## src/rtl/axi_ux_resp_arb.sv

```systemverilog
// axi_ux_resp_arb: registered, arbitrated concentrator for per-tile
// AXI response channels; round-robin or addressed source selection.
module axi_ux_resp_arb #(
  parameter int BW        = 32,
  parameter int TILES     = 16,
  parameter int ADDR_TILE = 4,
  parameter int MODE      = 0
) (
  input  logic                    clk,
  input  logic                    rst,
  input  logic [ADDR_TILE-1:0]    sel_addr,
  input  logic                    AXI_READY,
  output logic                    AXI_VALID,
  output logic [1:0]              AXI_RESP,
  output logic [BW-1:0]           AXI_DATA,
  output logic [ADDR_TILE-1:0]    AXI_TID,
  input  logic [2*TILES-1:0]      tile_AXI_RESP,
  input  logic [TILES-1:0]        tile_AXI_VALID,
  input  logic [BW*TILES-1:0]     tile_AXI_DATA,
  output logic [TILES-1:0]        tile_AXI_READY
);

  typedef enum logic {
    EMPTY = 1'b0,
    FULL  = 1'b1
  } state_t;

  state_t                 state_q;
  state_t                 state_d;
  logic [ADDR_TILE-1:0]   rr_ptr;
  logic [ADDR_TILE-1:0]   rr_hi;
  logic [ADDR_TILE-1:0]   rr_lo;
  logic                   hi_vld;
  logic                   lo_vld;
  logic                   sel_vld;
  logic                   grant_valid;
  logic [ADDR_TILE-1:0]   g;
  logic [BW-1:0]          g_data;
  logic [1:0]             g_resp;
  logic                   load;
  logic                   fire;
  logic [ADDR_TILE-1:0]   rr_nxt;

  assign AXI_VALID = (state_q == FULL);
  assign load      = ~AXI_VALID | AXI_READY;

  // Round-robin: first valid at/after rr_ptr, else lowest valid (wrap).
  always_comb begin
    hi_vld  = 1'b0;
    lo_vld  = 1'b0;
    rr_hi   = '0;
    rr_lo   = '0;
    sel_vld = 1'b0;
    for (int i = TILES - 1; i >= 0; i--) begin
      if (tile_AXI_VALID[i]) begin
        lo_vld = 1'b1;
        rr_lo  = ADDR_TILE'(i);
        if (i >= int'(rr_ptr)) begin
          hi_vld = 1'b1;
          rr_hi  = ADDR_TILE'(i);
        end
      end
    end
    for (int i = 0; i < TILES; i++) begin
      if (ADDR_TILE'(i) == sel_addr && tile_AXI_VALID[i])
        sel_vld = 1'b1;
    end
  end

  always_comb begin
    if (MODE == 1) begin
      grant_valid = sel_vld;
      g           = sel_vld ? sel_addr : '0;
    end else begin
      grant_valid = hi_vld | lo_vld;
      g           = hi_vld ? rr_hi : rr_lo;
    end
  end

  always_comb begin
    g_data = '0;
    g_resp = '0;
    for (int i = 0; i < TILES; i++) begin
      if (ADDR_TILE'(i) == g) begin
        g_data = tile_AXI_DATA[BW*i +: BW];
        g_resp = tile_AXI_RESP[2*i +: 2];
      end
    end
  end

  assign fire           = load & grant_valid & ~rst;
  assign tile_AXI_READY = fire ? (TILES'(1) << g) : '0;
  assign rr_nxt         = (int'(g) == TILES - 1) ? '0 : g + 1'b1;

  always_comb begin
    state_d = state_q;
    unique case (state_q)
      EMPTY: if (fire) state_d = FULL;
      FULL:  if (AXI_READY && !fire) state_d = EMPTY;
      default: state_d = EMPTY;
    endcase
  end

  always_ff @(posedge clk) begin
    if (rst) begin
      state_q  <= EMPTY;
      AXI_RESP <= '0;
      AXI_DATA <= '0;
      AXI_TID  <= '0;
      rr_ptr   <= '0;
    end else begin
      state_q <= state_d;
      if (fire) begin
        AXI_RESP <= g_resp;
        AXI_DATA <= g_data;
        AXI_TID  <= g;
        if (MODE == 0) rr_ptr <= rr_nxt;
      end
    end
  end

endmodule

```

## config.mk

```make
export PLATFORM = sky130hd
export DESIGN_NAME = axi_ux_resp_arb
export DESIGN_NICKNAME = d
export VERILOG_FILES = /design/src/rtl/axi_ux_resp_arb.sv
export SDC_FILE = /design/constraint.sdc
export NUM_CORES = 1
export LEC_CHECK = 0
export BUFFER_PORTS_ARGS = -buffer_cell sky130_fd_sc_hd__buf_4
export CORE_AREA = 2 2 243 245
export CTS_BUF_LIST = sky130_fd_sc_hd__clkbuf_2 sky130_fd_sc_hd__clkbuf_4 sky130_fd_sc_hd__clkbuf_8
export CTS_CLUSTER_DIAMETER = 30
export DETAILED_ROUTE_END_ITERATION = 16
export DIE_AREA = 0 0 245 247
export PLACE_DENSITY = 0.41
export SLEW_MARGIN = 5
export SYNTH_ARGS = -nofsm -noshare
export SYNTH_HDL_FRONTEND = slang
export SYNTH_SLANG_ARGS = --single-unit
```

## constraint.sdc

```tcl
create_clock -name clk -period 11.5 [get_ports clk]
set_clock_uncertainty 0.15 [all_clocks]
set_input_delay 1.15 -clock clk [delete_from_list [all_inputs] [get_ports clk]]
set_output_delay 1.15 -clock clk [all_outputs]
set_load 0.02 [all_outputs]
```

==> results by group <==
Status
  • Status: finished, final reports clean

GRT
  • First-pass GRT wire length: 99.3 mm
  • Initial antenna violation count: 10
  • Overall routing resource usage: 22.9%
  • Vias in the first global route: 13100
  • GRT overflow: 0
  • Largest net degree at the start of global routing: 69

Clock network
  • H-tree depth: 2
  • Worst skew pair latency: 0.34 ns
  • CTS tree: done
  • Root Driver: clkbuf_8
  • Worst-case clock buffer depth: 2
  • CTS Sinks: 43
  • Hold_buf cts: 0
  • Clk pin slew, worst setup/hold paths: 0.10 ns
  • Number of CTS-inserted buffers: 5
  • Post-CTS Setup Bufs: 0
  • Post-cts sizing count: 0

Die
  • Rows: 89
  • DIE AREA: 60500 um2
  • Initial Util: 13.6%
  • Core area: 58200 um2
  • Die X: 245 um
  • Die H: 247 um
  • IO Pins: 622

Setup path
  • Critical-path cell list: buf_4 > and2b_1 > o211ai_1 > nand2_1 > nor2_1 > nand3_1 > o32a_1 > inv_1 > ha_4 > buf_4 > inv_1 > or3_1 > buf_4 > nor2_1 > buf_4
  • Stages on worst setup path: 15
  • Crit Path Max Fanout: 46
  • CP required: 10.20 ns
  • CP endpoint kind: output pin
  • CP max-delay cell: nor2_1
  • WS Path Type: input port to output pin
  • CP Buf/Inv Count: 6
  • Slowest stage delay, CP: 0.58 ns
  • CP Launch Type: input port
  • R2r worst-path depth: 17
  • Crit path max-delay family: simple AND/OR/NAND/NOR gates
  • CP dominant cell by count: buf_4
  • Critical Path AT: 6.12 ns

Power and ir drop
  • Comb power frac: 87.5%
  • Peak VDD IR: 107 uV
  • Static leakage: 5.63 nW
  • Flop pwr share: 8.5%
  • Sw Ratio: 63.0%
  • Power Total: 2.95 mW
  • Share of total power in the clock network: 4.1%
  • Net Switching: 1.86 mW
  • PD cells: 220 nW/um2
  • Internal power: 1.09 mW

Timing
  • Fin crit share: 64.5%
  • Worst-Margin Slew: 1.26 ns
  • Fin Setup TNS: 0 ns
  • Final Hold Viols: 0
  • RSZ-0062 raised after global routing: no
  • Post-layout min period: 7.42 ns
  • Relative slew slack: 15.4%
  • Max Fclk: 0.135 GHz
  • Max-slew violations: 0
  • Final count of negative-setup-slack endpoints: 0

Route
  • Vias/cell: 5.21
  • Pre-antenna DRT Iters: 5
  • Via count: 13100
  • Starting DRT DRC Count: 978
  • Drt total wl: 73.5 mm
  • Wirelength per Cell: 29.3 um
  • DRC viols: 0
  • ANT nets after route: 0

Yosys
  • Post-Synth XOR/XNOR Area: 0%
  • Post-synth EDFFs: 0
  • Ys async rst share: 0%
  • Post-Synth Adder-Cell Area: 0.945%
  • Seq/Total Area, Yosys: 10.8%
  • Synth Flop Type: dfxtp_1
  • Simple-gate share of the synthesized area: 25.2%
  • Largest area contributor in the netlist: dfxtp_1
  • Post-synth cell types: 72
  • Seq cells post-synth: 43
  • Post-Syn Area per Cell: 6.51 um2
  • Synth warn: 0
  • Post-synthesis compound-gate area fraction: 53.4%
  • Syn_nets: 1793
  • Top cell type's share of synthesized area: 10.8%
  • Synthesized area: 7940 um2
  • Mux contribution to synthesized area: 0.126%
  • Largest family of logic cells by synthesized area: compound AO/OA/AOI/OAI gates
  • Cells after Synth: 1220
  • Ranking of synthesized cells by area: dfxtp_1 (11%), a21oi_1 (7.0%), a221oi_1 (6.4%)

Placement
  • Routability cong.: 0.885
  • Final HPWL DP: 57.9 mm
  • Port Buffers: 617

Hold path
  • Hold WC Path Type: flip-flop to flip-flop
  • Hold path depth: 2

Cells and area
  • Share of cells above drive strength 1: 40.9%
  • Area growth, synth to finish: 68.6%
  • Nets@finish: 2306

Job
  • Total of max-cap violations: 0
## layer usage
metal | vias to the layer above | wire length [um] | GRT usage, %
met2 | 720 | 33900 | 37.5
met3 | 79 | 5240 | 4.18
li1 | 5907 | - | -
met1 | 6359 | 32700 | 30.9
met5 | - | 0 | 0
met4 | 0 | 1670 | 5.61
## flip-flops by register name, summed over array words and instances (netlist names)
| name | count |
|---|---|
| rr_ptr | 4 |
| AXI_VALID | 1 |
| AXI_TID | 4 |
| AXI_RESP | 2 |
| AXI_DATA | 32 |
## logic make-up after synthesis
| family | after synthesis |
|---|---|
| compound gates | 587 |
| simple gates | 406 |
| mux | 1 |
| buf+inv | 177 |
| fa+ha+maj | 6 |
| flops | 43 |
## path summary, 6_finish.rpt
check	startpoint	endpoint	slack, ns
max	tile_AXI_VALID[0]	tile_AXI_READY[9]	4.08
min	AXI_TID[3]	AXI_TID[3]	0.32
max reg2reg	rr_ptr[0]	AXI_DATA[26]	4.68
min reg2reg	AXI_TID[3]	AXI_TID[3]	0.32
## cells in the mapped netlist (13+ instances only)
| library cell | number |
|---|---|
| a21oi_1 | 111 |
| clkbuf_1 | 106 |
| nor2_1 | 98 |
| nand2_1 | 91 |
| o21ai_0 | 73 |
| nor3_1 | 67 |
| a221oi_1 | 58 |
| o22ai_1 | 58 |
| dfxtp_1 | 43 |
| and3_1 | 36 |
| a221o_1 | 35 |
| inv_1 | 29 |
| a211oi_1 | 28 |
| nand3_1 | 28 |
| buf_2 | 25 |
| or3_1 | 22 |
| o211ai_1 | 20 |
| nor4_1 | 19 |
| o2bb2ai_1 | 18 |
| a31oi_1 | 17 |
| o21a_1 | 17 |
| o221ai_1 | 16 |
| o31ai_1 | 16 |
| a211o_1 | 13 |
## worst register-to-register path, delay by kind of cell (launching register included)
kind                       cells  cell delay [ns]
AOI/OAI and AO/OA              7             2.75
and+or+nand+nor                6             1.76
buffers and inverters          3             1.09
DFF                            1             0.66
adders and majority gates      1             0.28
## cell usage in the layout, fill, tap and decap left out, drive strengths merged, types with 35 or more instances in the layout
cell	instances
buf	652
a21oi	112
nor2	98
nand2	91
o21ai	82
nor3	70
o22ai	59
a221oi	58
dfxtp	43
and3	36
a221o	35
## cell type report
class / instances / area [um2]
fillers: 6621 / 44800
flip-flops and latches: 43 / 861
multi-input cells: 1000 / 6450
diodes: 3 / 7.51
repair buffers: 652 / 4890
inverters: 31 / 120
clock buffers: 7 / 83.8
well taps: 773 / 967
clock inverters: 1 / 5.00
## metrics by stage
step	cells	worst slack, ns	util [%]	hold slack (ns)	instance area [um2]
2_1_floorplan	1220	5.52	-	0.375	7940
3_3_place_gp	2499	4.10	22.8	0.304	13300
3_5_place_dp	2499	4.06	22.8	0.311	13300
4_1_cts	2507	4.07	23.0	0.330	13400
5_1_grt	2508	3.74	23.0	0.347	13400
6_report	2510	4.08	23.0	0.323	13400
## power groups by stage
| stage | clock network, mW | registers (mW) | logic (mW) |
|---|---|---|---|
| floorplan | 0 | 0.286 | 1.34 |
| global placement | 0 | 0.251 | 2.58 |
| detailed placement | 0 | 0.251 | 2.59 |
| CTS | 0.127 | 0.248 | 2.60 |
| global route | 0.130 | 0.255 | 2.79 |
| finish | 0.119 | 0.250 | 2.58 |
(Power assumes the default switching activity.)
